$ cat src/rtl/bf16_pkg.sv
// Shared BF16 types and constants for the accumulator slice.
package bf16_pkg;

  typedef struct packed {
    logic       s;
    logic [7:0] e;
    logic [6:0] m;
  } bf16_t;

  localparam bf16_t BF16_ZERO = '{s: 1'b0, e: 8'h00, m: 7'h00};
  localparam bf16_t BF16_ONE  = '{s: 1'b0, e: 8'h7f, m: 7'h00};

endpackage

$ cat src/rtl/bf16_add.sv
// Combinational BF16 adder: round-to-nearest-even, subnormals flushed to zero,
// canonical quiet NaN (0,ff,40) on any NaN input or inf - inf.
module bf16_add
  import bf16_pkg::*;
(
  input  bf16_t      a,
  input  bf16_t      b,
  output logic       s_o,
  output logic [7:0] e_o,
  output logic [6:0] m_o
);

  logic        a_nan, b_nan, a_inf, b_inf, a_zero, b_zero;
  logic        swap, eff_sub;
  bf16_t       big;
  logic [7:0]  sml_e, diff, diff_c;
  logic [6:0]  sml_m;
  logic [26:0] sh;
  logic [10:0] bx, sx;
  logic [11:0] sum;
  logic [9:0]  n;
  logic [3:0]  lz;
  logic signed [9:0] ex;
  logic [7:0]  frac;
  logic        rup;

  assign a_nan  = (a.e == 8'hff) && (a.m != 7'h00);
  assign b_nan  = (b.e == 8'hff) && (b.m != 7'h00);
  assign a_inf  = (a.e == 8'hff) && (a.m == 7'h00);
  assign b_inf  = (b.e == 8'hff) && (b.m == 7'h00);
  assign a_zero = (a.e == 8'h00);
  assign b_zero = (b.e == 8'h00);

  assign swap    = {b.e, b.m} > {a.e, a.m};
  assign big     = swap ? b : a;
  assign sml_e   = swap ? a.e : b.e;
  assign sml_m   = swap ? a.m : b.m;
  assign diff    = big.e - sml_e;
  assign diff_c  = (diff > 8'd26) ? 8'd26 : diff;
  assign eff_sub = a.s ^ b.s;

  // 8 significant + 3 guard bits; everything shifted below that folds into sticky
  assign sh  = {1'b1, sml_m, 19'b0} >> diff_c;
  assign bx  = {1'b1, big.m, 3'b000};
  assign sx  = {sh[26:17], sh[16] | (|sh[15:0])};
  assign sum = eff_sub ? ({1'b0, bx} - {1'b0, sx}) : ({1'b0, bx} + {1'b0, sx});

  always_comb begin
    lz = 4'd0;
    for (int i = 0; i < 11; i++)
      if (sum[i]) lz = 4'(10 - i);
    if (sum[11]) begin
      n  = {sum[10:2], sum[1] | sum[0]};
      ex = $signed({2'b00, big.e}) + 10'sd1;
    end else begin
      n  = 10'(sum[10:0] << lz);
      ex = $signed({2'b00, big.e}) - $signed({6'b0, lz});
    end
    rup  = n[2] & (n[1] | n[0] | n[3]);
    frac = {1'b0, n[9:3]} + 8'(rup);
    if (frac[7]) ex = ex + 10'sd1;
  end

  always_comb begin
    s_o = 1'b0;
    e_o = 8'h00;
    m_o = 7'h00;
    if (a_nan || b_nan || (a_inf && b_inf && eff_sub)) begin
      e_o = 8'hff;
      m_o = 7'h40;
    end else if (a_inf) begin
      {s_o, e_o, m_o} = a;
    end else if (b_inf) begin
      {s_o, e_o, m_o} = b;
    end else if (a_zero && b_zero) begin
      s_o = a.s & b.s;
    end else if (a_zero) begin
      {s_o, e_o, m_o} = b;
    end else if (b_zero) begin
      {s_o, e_o, m_o} = a;
    end else if (sum == 12'd0) begin
      s_o = 1'b0;
    end else if (ex <= 10'sd0) begin
      s_o = big.s;
    end else if (ex >= 10'sd255) begin
      s_o = big.s;
      e_o = 8'hff;
    end else begin
      s_o = big.s;
      e_o = ex[7:0];
      m_o = frac[6:0];
    end
  end

endmodule

$ cat src/rtl/bf16_acc.sv
// Framed BF16 stream accumulator around bf16_add with valid/ready on both sides.
// Optional beat counter on cnt_o when BF16_ACC_CNT_EN is defined.
module bf16_acc
  import bf16_pkg::*;
#(
  parameter int CNT_W = 8
) (
  input  logic             clk,
  input  logic             rst,
  input  logic             valid_i,
  output logic             ready_o,
  input  logic             last_i,
  input  logic             s_i,
  input  logic [7:0]       e_i,
  input  logic [6:0]       m_i,
  output logic             valid_o,
  input  logic             ready_i,
  output logic             s_o,
  output logic [7:0]       e_o,
  output logic [6:0]       m_o
`ifdef BF16_ACC_CNT_EN
  ,
  output logic [CNT_W-1:0] cnt_o
`endif
);

  logic  first, take;
  bf16_t acc, opa, opb, sum;

  // First beat adds to +0 so sign-of-zero handling matches the adder
  assign opa     = first ? BF16_ZERO : acc;
  assign opb     = {s_i, e_i, m_i};
  assign ready_o = ~valid_o | ready_i;
  assign take    = valid_i & ready_o;

  bf16_add u_add (
    .a   (opa),
    .b   (opb),
    .s_o (sum.s),
    .e_o (sum.e),
    .m_o (sum.m)
  );

  always_ff @(posedge clk or posedge rst) begin
    if (rst) begin
      first   <= 1'b1;
      acc     <= BF16_ZERO;
      valid_o <= 1'b0;
      s_o     <= 1'b0;
      e_o     <= 8'h00;
      m_o     <= 7'h00;
    end else begin
      if (valid_o && ready_i) valid_o <= 1'b0;
      if (take) begin
        if (last_i) begin
          {s_o, e_o, m_o} <= sum;
          valid_o         <= 1'b1;
          first           <= 1'b1;
          acc             <= BF16_ZERO;
        end else begin
          acc   <= sum;
          first <= 1'b0;
        end
      end
    end
  end

`ifdef BF16_ACC_CNT_EN
  logic [CNT_W-1:0] cnt, cnt_nx;

  always_comb begin
    cnt_nx = cnt + CNT_W'(1);
    if (first)   cnt_nx = CNT_W'(1);
    else if (&cnt) cnt_nx = cnt;
  end

  always_ff @(posedge clk or posedge rst) begin
    if (rst) begin
      cnt   <= '0;
      cnt_o <= '0;
    end else if (take) begin
      if (last_i) begin
        cnt_o <= cnt_nx;
        cnt   <= '0;
      end else begin
        cnt <= cnt_nx;
      end
    end
  end
`else
  logic unused_cnt_w;
  assign unused_cnt_w = ^CNT_W;
`endif

endmodule

$ cat config.mk
export PLATFORM = sky130hd
export DESIGN_NAME = bf16_acc
export DESIGN_NICKNAME = d
export VERILOG_FILES = /design/src/rtl/bf16_pkg.sv /design/src/rtl/bf16_add.sv /design/src/rtl/bf16_acc.sv
export SDC_FILE = /design/constraint.sdc
export NUM_CORES = 1
export LEC_CHECK = 0
export ABC_AREA = 1
export CORE_MARGIN = 1.5
export CORE_UTILIZATION = 30
export DETAILED_ROUTE_END_ITERATION = 16
export DONT_BUFFER_PORTS = 1
export PLACE_DENSITY = 0.42
export SLEW_MARGIN = 0
export SYNTH_ARGS = -nofsm -noshare
export SYNTH_HDL_FRONTEND = slang
export SYNTH_SLANG_ARGS = --single-unit
$ cat constraint.sdc
create_clock -name clk -period 8.4 [get_ports clk]
set_input_delay 1.68 -clock clk [delete_from_list [all_inputs] [get_ports clk]]
set_output_delay 1.68 -clock clk [all_outputs]
set_load 0.05 [all_outputs]
Word-level counts from Yosys, hierarchy flattened --
Cells that the tools add are included.
Cells by class: mux-type cells 50, shift operators 2, reductions and logical operators 19, add/subtract/negate cells 7, order comparisons 4, bitwise operators 10, eq/ne operators 2
Operators by type and width (count):
- $mux W8 | 11
- $mux W7 | 10
- $mux W16 | 3
- $mux W4 | 11
- $mux W10 | 3
- $shr A27 B8 Y27 | 1
- $eq A8 B8 Y1 const B | 2
- $logic_not A8 Y1 | 2
- $reduce_or A16 Y1 | 1
- $gt A15 B15 Y1 | 1
- $logic_not A7 Y1 | 2
- $reduce_bool A7 Y1 | 2
- $add A11 B11 Y12 | 1
- $logic_not A12 Y1 | 1
- $mux W12 | 1
- $sub A11 B11 Y12 | 1
- $mux W1 | 11
- $shl A11 B4 Y10 | 1
- $add A10 B2 Y10 const B | 1
- $ge A10 B9 Y1 const B | 1
- $le A10 B1 Y1 const B | 1
- $add A8 B1 Y9 const B | 1
- $sub A8 B4 Y9 | 1
- $add A7 B1 Y8 | 1
- 9 further kinds | 23
Storage, ports and cells: logic and storage cells 102, flip-flop bits (word level) 34, output and inout bits 18, input bits 21

Depth between registers and ports, before layout --
Gate-level depths: netlist of the first run.
depth in word-level cells 40, depth in mapped cells 80, mapped depth without buffers 77

Hierarchy --
From an unflattened synthesis of the first run, not the netlist that was laid out.
Second synthesis, totals: cell total of the unflattened synthesis 1242, area total of the unflattened synthesis 6910.4 sq um
Modules (own cells, without submodules):
- bf16_add | sequential area each 0.0 sq um, cells an instance 1058, times used 1, area an instance 5356.4 sq um
- bf16_acc | sequential area each 852.1 sq um, cells an instance 184, times used 1, area an instance 1554.0 sq um

Worst setup path before layout of the first run --
Ideal clock, no wire load.
path kind input to register, from input port e_i[5], to register e_o[0], stages 65, data arrival time 9.022 ns, library setup time 0.118 ns, data required time 8.282 ns, path buffers 4, path slack -0.740 ns, path through ha_1 nand2_1 nor2_1 nand2_1 nor2_1 nand2_1 nand2_4 nand2_4 buf_8 nand2_4 nand3_4 ha_1 nand2_1 nand3_1 nand3_1 nor2_1 nor2_2 buf_6 (+29 left out) or2_2 nor4_2 nand3_1 xnor2_1 nand4_1 nand2_1 nand2_1 nor2_1 nand3_1 nand2_2 nor2_2 buf_6 nand2_1 nand2_1 nand2_1 nand4_1 nand2_1 nand2_1
On the way: word-level cells in the longest chain between the ends 38, elaborated cells on any way between the ends 57, classes of those cells add/sub (7); order compare (4); eq/ne (1); shift (2); mux (28); bitwise (5); reduce/logical (10)
RTL lines:
- start: declaration | RTL line bf16_acc.sv:14 | input logic [7:0] e_i,
- $gt A15 B15 Y1 | RTL line bf16_add.sv:34 | assign swap = {b.e, b.m} > {a.e, a.m};
- $mux W16 / $mux W8 (equally long branches) | RTL line bf16_add.sv:35, bf16_add.sv:36
- $sub A8 B8 Y8 | RTL line bf16_add.sv:38 | assign diff = big.e - sml_e;
- $gt A8 B5 Y1 | RTL line bf16_add.sv:39 | assign diff_c = (diff > 8'd26) ? 8'd26 : diff;
- $mux W8 | RTL line bf16_add.sv:39
- $shr A27 B8 Y27 | RTL line bf16_add.sv:43 | assign sh = {1'b1, sml_m, 19'b0} >> diff_c;
- $reduce_or A16 Y1 | RTL line bf16_add.sv:45 | assign sx = {sh[26:17], sh[16] | (|sh[15:0])};
- $or A1 B1 Y1 | RTL line bf16_add.sv:45
- (+22 left out)
- $mux W8 | RTL line bf16_add.sv:83 | end else if (ex <= 10'sd0) begin
- $mux W8 | RTL line bf16_add.sv:81 | end else if (sum == 12'd0) begin
- $mux W8 | RTL line bf16_add.sv:79 | end else if (b_zero) begin
- $mux W8 | RTL line bf16_add.sv:77 | end else if (a_zero) begin
- $mux W8 | RTL line bf16_add.sv:75 | end else if (a_zero && b_zero) begin
- $mux W8 | RTL line bf16_add.sv:73 | end else if (b_inf) begin
- $mux W8 | RTL line bf16_add.sv:71 | end else if (a_inf) begin
- $mux W8 (*) | RTL line bf16_add.sv:68 | if (a_nan || b_nan || (a_inf && b_inf && eff_sub)) begin
- end signal: assignment | RTL line bf16_acc.sv:56 | {s_o, e_o, m_o} <= sum;
- end: declaration | RTL line bf16_acc.sv:19 | output logic [7:0] e_o,
Every way passes the cells marked *; elsewhere a longest branch is shown, timed or not. A chain may end at the register's enable or synchronous reset.

Final worst setup path of the first run --
from input port e_i[7], to register e_o[1]
The elaborated chain is that of the path after synthesis.

==> results by group, run 1 <==
Worst hold path
  – Hold/Removal Path Class: reg2reg
  – Hold path cells: 2
  – Worst Hold Path EP: acc[0]
  – Hold path start: acc[0]

Cells and area
  – P&R area growth vs syn: 51.03%
  – Multi-input gate area: about 5700 um2
  – Nets@finish: between 1000 and 1500
  – Layout Cells excl Fill: between 1500 and 2000
  – Finished Core Util: roughly 47%
  – # fillers: 2265
  – N_diodes: 0
  – Layout cells sized above 1: roughly 39%
  – Register area: between 800 and 900 um2

Yosys
  – Syn. warnings: 0
  – Async S/R FF share, synth: 100.0%
  – Number of synthesized flops with an enable pin: 0
  – Post-synth top area share: 21.93%
  – Yosys top cell by area: nand2_1
  – Syn nets: around 1200
  – Most frequent cell after synthesis: nand2_1
  – Avg Cell Area, Syn: around 5.9 um2
  – Largest cells by area after synthesis: nand2_1 (22%), dfrtp_1 (13%), nand3_1 (8.3%)
  – Post-Syn Area: roughly 6600 um2
  – FF+latch count, synth: 34
  – Top_reg_cell synth: dfrtp_1
  – Post-synth cell types: 58
  – Synth top cells by count: nand2_1 (384), inv_1 (126), nand3_1 (109)
  – Post-synthesis sequential area ratio: around 13%
  – Synthesized instance count: approximately 1100

Detailed routing
  – Post-route ant nets: 0
  – Via density: 4.807
  – Vias: approximately 8000
  – Total Wirelength: between 20000 and 25000 um
  – Avg WL per Cell: around 15 um
  – Router iterations before antenna repair: 4
  – DRT iter0 DRCs: about 370
  – Drt drc: 0

Power and ir drop
  – Total Power: about 4200 uW
  – Leakage: approximately 0.0052 uW
  – VDD IR max: approximately 0.00017 V
  – PwrDens: 420.4 nW/um2

Clock tree
  – TritonCTS Sinks: 34
  – Cts bufs inserted: 5
  – Bufs on Longest Clock Path: 2
  – Clock transition at path regs: around 0.060 ns
  – # hold bufs at CTS: 0
  – Worst skew pair latency: around 0.29 ns
  – TritonCTS clock tree: yes
  – H-tree level count: 2
  – Root buffer cell: clkbuf_16

Critical path
  – Worst setup path category: in2reg
  – Req. time, crit path: roughly 8.6 ns
  – CP max stage cell: fa_2
  – CP Capture Type: flop
  – Startpoint Class: input pin
  – Crit path max fanout: 8
  – Reg2Reg Depth: 67
  – Cell mode on critical path: nand2_1
  – Crit-path max cell delay: 0.43 ns
  – Critical Path AT: 9.18 ns
  – R2R Path End: e_o[1]
  – R2r startpoint: first
  – R2R setup slack: -0.13 ns

Timing
  – Slew Limit Fails: 0
  – Maximum clock frequency: approximately 110 MHz
  – Final min period: approximately 9 ns
  – RSZ-0062 raised after global routing: true
  – Final setup viols: 30
  – Final Hold Viols: 0
  – Final Cycle Share: 107.3%
  – Final WS setup: -0.6104 ns
  – Clock Skew: roughly 0.0076 ns
  – Setup TNS: -16.55 ns
  – Worst-margin pin slew: 1.254 ns
  – Worst slew margin: around 16%

Floorplanning
  – Core Area: 21290 um2
  – Die span in x: roughly 150 um
  – Die Span Y: about 150 um
  – Initial Util: a little under a third
  – Io pins: 39
  – Die footprint: 22800 um2
  – Rows: 53

Outcome
  – Failing checks: setup timing
  – Status: finished, violations left

Placement
  – Dpl hpwl: ~21000 um
  – Placed cells: between 1500 and 2000
  – Setup slack at placement: -1.174 ns
  – RD Place Congestion: just over 0.9
  – Port-buffer cells: 0

Run
  – MaxCap Viol Count: 0

GRT
  – Global-route wire length before repair: 39630 um
  – Largest net degree at the start of global routing: 35
  – Total track usage: between 20% and 30%
  – Vias in the first global route: ~7700
  – Total grt overflow: 0
  – Initial antenna violation count: 0
## worst max-delay path: cells and delay by family
family,cells,cell delay (ns)
AND/OR/NAND/NOR,42,4.06
adder cells (fa/ha/maj),6,1.58
buffers and inverters,9,0.89
AO/OA/AOI/OAI,6,0.78
XOR/XNOR,1,0.14
## metal layers
metal	wire length, um	global-route usage, %	up-vias
met5	0	0	-
met4	155	2.087	0
met3	1112	2.952	18
met2	11560	36.67	137
met1	11940	31.34	3682
li1	-	-	4196
## logic make-up after synthesis
logic type / share of synthesized area [%]
AND/OR/NAND/NOR: 52.11
adder cells (fa/ha/maj): 8.225
XOR/XNOR: 2.532
buffers and inverters: 12.49
flip-flops: 12.97
AO/OA/AOI/OAI: 11.67
## sequential cells by signal (all words and copies together) (netlist names)
signal   count
s_o          1
e_o          8
acc         16
m_o          7
valid_o      1
first        1
## report_power, final
| group | internal [uW] | total, uW | switching, uW |
|---|---|---|---|
| logic | 1550 | 3510 | 1960 |
| registers | 234 | 417 | 183 |
| clock network | 170 | 244 | 73.1 |
| total | 1960 | 4170 | 2220 |
## final cells by class
cell class | instances | area share [%]
Clock inverter | 3 | 0.6934
Timing Repair Buffer | 293 | 22.78
Sequential cell | 34 | 8.585
Inverter | 156 | 6.064
Multi-Input combinational cell | 905 | 57.15
Clock buffer | 5 | 1.261
Tap cell | 275 | 3.467
## placed cells by master, fill, tap and decap left out, types with 3 or more instances in the layout
| cell | n |
|---|---|
| nand2_1 | 343 |
| buf_4 | 280 |
| inv_1 | 117 |
| nand3_1 | 87 |
| nor2_1 | 63 |
| nand2_2 | 58 |
| a21oi_1 | 45 |
| nand4_1 | 43 |
| dfrtp_1 | 33 |
| inv_2 | 25 |
| nand3_2 | 25 |
| o21ai_0 | 23 |
| ha_1 | 23 |
| nand2_4 | 21 |
| ha_4 | 17 |
| nor2_4 | 15 |
| nor2_2 | 14 |
| o21ai_2 | 13 |
| xor2_1 | 13 |
| buf_6 | 11 |
| nor3_1 | 9 |
| o21ai_1 | 9 |
| clkinv_1 | 8 |
| a21oi_2 | 7 |
| nand3_4 | 7 |
| nor4_1 | 6 |
| nand3b_1 | 5 |
| o21bai_1 | 5 |
| clkbuf_16 | 5 |
| inv_4 | 4 |
| o21ai_4 | 4 |
| o31ai_1 | 4 |
| or2_2 | 4 |
| a31oi_1 | 3 |
| xnor2_1 | 3 |
| o211ai_1 | 3 |
## worst max path at each step
stage / startpoint / endpoint / slack (ns) / cells past startpoint
2_1_floorplan: e_i[6] / e_o[0] / -0.32 / 67
3_5_place_dp: m_i[2] / e_o[1] / -1.17 / 67
5_1_grt: e_i[7] / m_o[4] / -1.26 / 69
4_1_cts: e_i[5] / e_o[1] / -0.54 / 70
6_report: e_i[7] / e_o[1] / -0.61 / 64
3_3_place_gp: m_i[5] / e_o[1] / -1.18 / 69
## metrics by stage
| stage | instance area (um2) | hold slack (ns) |
|---|---|---|
| detailed placement | 8813 | 0.4750 |
| floorplan | 6822 | 0.4492 |
| finish | 9925 | 0.4821 |
| CTS | 9622 | 0.4892 |
| global route | 9925 | 0.4905 |
| global placement | 8813 | 0.4743 |
## repair_timing
action / CTS / global route
gates resized for setup: 102 / 49
buffers inserted: 29 / 13
pin swaps: 80 / 47
endpoints found under the setup margin: 30 / 30
Power figures use the tool's default switching activity.
==> run 2: changes to the inputs <==
--- a/config.mk
+++ b/config.mk
@@ -6,12 +6,13 @@
 export NUM_CORES = 1
 export LEC_CHECK = 0
 export ABC_AREA = 1
-export CORE_MARGIN = 1.5
+export CORE_MARGIN = 2
 export CORE_UTILIZATION = 30
 export DETAILED_ROUTE_END_ITERATION = 16
 export DONT_BUFFER_PORTS = 1
-export PLACE_DENSITY = 0.42
+export PLACE_DENSITY = 0.51
 export SLEW_MARGIN = 0
 export SYNTH_ARGS = -nofsm -noshare
 export SYNTH_HDL_FRONTEND = slang
 export SYNTH_SLANG_ARGS = --single-unit
+export TNS_END_PERCENT = 10
==> run 2 against run 1 <==
  * The flow still finishes with violations (setup timing)
  * Die area is 1.3% higher
  * Register-to-register slack worse by 0.02 ns
  * Final area up 2.8%
  * Sequential power is essentially flat
  * Via count increased by 2.5%
  * Non-clock buffer count increased by 27
  * First-iteration DRC count rose by 1.6%
==> results by group, run 2 (synthesized netlist as in run 1, its figures left out) <==
GRT
  – Total track usage: 21.03% (was 22.08%)
  – Global-route wire length before repair: 40770 um (was 39630 um)
  – Largest net degree at the start of global routing: 35 (unchanged)
  – Total grt overflow: 0 (unchanged)
  – Initial antenna violation count: 0 (unchanged)
  – Vias in the first global route: 8231 (was 7662)

Critical path
  – Cell mode on critical path: nand2_2 (was nand2_1)
  – Startpoint Class: input pin (unchanged)
  – Crit path max fanout: 7 (was 8)
  – Worst setup path category: in2reg (unchanged)
  – Crit-path max cell delay: 0.30 ns (was 0.43 ns)
  – Reg2Reg Depth: 68 (was 67)
  – R2R setup slack: -0.15 ns (was -0.13 ns)
  – Critical Path AT: 9.20 ns (was 9.18 ns)
  – CP Capture Type: flop (unchanged)
  – Req. time, crit path: 8.60 ns (was 8.57 ns)
  – CP max stage cell: o41ai_2 (was fa_2)

Floorplanning
  – Initial Util: 30.30% (was 30.87%)
  – Io pins: 39 (unchanged)
  – Die Span Y: 152 um (was 151 um)
  – Core Area: 21690 um2 (was 21290 um2)
  – Die span in x: 152 um (was 151 um)
  – Rows: 54 (was 53)
  – Die footprint: 23100 um2 (was 22800 um2)

Detailed routing
  – Drt drc: 0 (unchanged)
  – Avg WL per Cell: 14.50 um (was 14.82 um)
  – Via density: 4.828 (was 4.807)
  – DRT iter0 DRCs: 380 (was 374)
  – Router iterations before antenna repair: 4 (unchanged)
  – Post-route ant nets: 0 (unchanged)
  – Total Wirelength: 24720 um (was 24770 um)
  – Vias: 8232 (was 8033)

Cells and area
  – P&R area growth vs syn: 55.29% (was 51.03%)
  – N_diodes: 0 (unchanged)
  – Layout Cells excl Fill: 1705 (was 1671)
  – Biggest regs: acc (16), e_o (8), m_o (7) (unchanged)
  – Nets@finish: 1487 (was 1458)
  – Commonest non-fill, non-tap cell in the layout: nand2_1 (unchanged)
  – Layout cells sized above 1: 41.40% (was 38.90%)
  – Reg with most FFs: acc (unchanged)
  – Max FFs per register: 16 (unchanged)
  – # fillers: 2257 (was 2265)
  – Most frequent cells in the layout: nand2_1 (324), buf_4 (305), inv_1 (115) (was nand2_1 (343), buf_4 (280), inv_1 (117))

Clock tree
  – Bufs on Longest Clock Path: 2 (unchanged)
  – TritonCTS Sinks: 34 (unchanged)
  – Cts bufs inserted: 5 (unchanged)
  – Root buffer cell: clkbuf_16 (unchanged)
  – Worst skew pair latency: 0.27 ns (was 0.29 ns)
  – TritonCTS clock tree: yes (unchanged)
  – H-tree level count: 2 (unchanged)
  – Clock transition at path regs: 0.05 ns (was 0.06 ns)

Timing
  – Clock Skew: 0.006702 ns (was 0.007563 ns)
  – Maximum clock frequency: 111.2 MHz (was 111.0 MHz)
  – Final WS setup: -0.5946 ns (was -0.6104 ns)
  – Final Hold Viols: 0 (unchanged)
  – RSZ-0062 raised after global routing: true (unchanged)
  – Slew Limit Fails: 0 (unchanged)
  – Final min period: 8.995 ns (was 9.010 ns)
  – Worst slew margin: 24.10% (was 16.10%)
  – Worst-margin pin slew: 1.134 ns (was 1.254 ns)
  – Final Cycle Share: 107.1% (was 107.3%)
  – Final setup viols: 30 (unchanged)

Placement
  – RD Place Congestion: 0.9047 (was 0.9140)
  – Placed cells: 1643 (was 1621)
  – Dpl hpwl: 19720 um (was 20660 um)
  – Port-buffer cells: 0 (unchanged)

Outcome
  – Failing checks: setup timing (unchanged)
  – Status: finished, violations left (unchanged)

Run
  – MaxCap Viol Count: 0 (unchanged)

Power and ir drop
  – PwrDens: 413.6 nW/um2 (was 420.4 nW/um2)
  – Total Power: 4221 uW (was 4172 uW)
  – Leakage: 0.005317 uW (was 0.005203 uW)
  – VDD IR max: 0.0002159 V (was 0.0001683 V)

Worst hold path
  – Hold path cells: 2 (unchanged)
  – Hold/Removal Path Class: reg2reg (unchanged)
-- run 2: changes by cell type in the layout (fill, tap and decap cells not counted), sizes merged --
cell	change
nor2	+1
buf	+27
nand3	+1
bufinv	-2
clkinv	-1
clkbuf	+3
-- run 2: area by class of cell --
cell class,instances,area [um2],area share (%)
clock buffers,8,136.4,1.336
inverters,156,598.1,5.861
multi-input cells,907,5772,56.56
flip-flops and latches,34,852.1,8.350
well taps,280,350.3,3.433
repair buffers,320,2496,24.46
-- run 2: power breakdown --
group	leakage [uW]	internal, uW	switching, uW
sequential	0.000428	235	185
clock	0.0000652	110	63.9
combinational	0.00482	1640	1990
total	0.00532	1980	2240
-- run 2: layer usage --
layer	vias up	track usage, %	part of all wire (%)	wire (um)
met1	3792	28.13	47	11560
li1	4260	-	-	-
met5	-	0	0	0
met3	37	1.825	3.1	768
met2	143	36.70	48	11800
met4	0	4.940	2.4	595
-- run 2: repair_timing --
item | CTS | global route
endpoints found under the setup margin | 30 | 30
endpoints found under the hold margin | 0 | 0
pin swaps | 64 | 100
hold buffers | 0 | 0
setup buffers | 41 | 10
gates cloned | 4 | 0
resized for setup | 114 | 67
-- run 2: critical path, delay by kind of cell --
family                     cells  cell delay, ns
and+or+nand+nor               42            3.98
AOI/OAI and AO/OA              8            1.30
buffers and inverters         11            1.15
adders and majority gates      3            0.78
xor gates and xnor gates       2            0.32
-- run 2: final timing paths --
path,startpoint,end
max,e_i[7],m_o[2]
min,acc[5],acc[5]
max reg2reg,first,m_o[2]
min reg2reg,acc[5],acc[5]
max in group asynchronous,rst,first
min in group asynchronous,rst,e_o[5]
-- run 2: metrics by stage --
stage          setup slack (ns)  instance area, um2  setup TNS (ns)  util [%]  hold WS (ns)
3_5_place_dp             -1.398                8960          -40.26     41.31        0.4654
6_report                -0.5946               10200          -16.38     47.05        0.4781
2_1_floorplan           -0.3235                6807          -8.127         -        0.4492
4_1_cts                 -0.4907                9918          -12.99     45.73        0.4709
5_1_grt                  -1.204               10200          -34.57     47.05        0.5037
3_3_place_gp             -1.365                8960          -39.55     41.31        0.4662
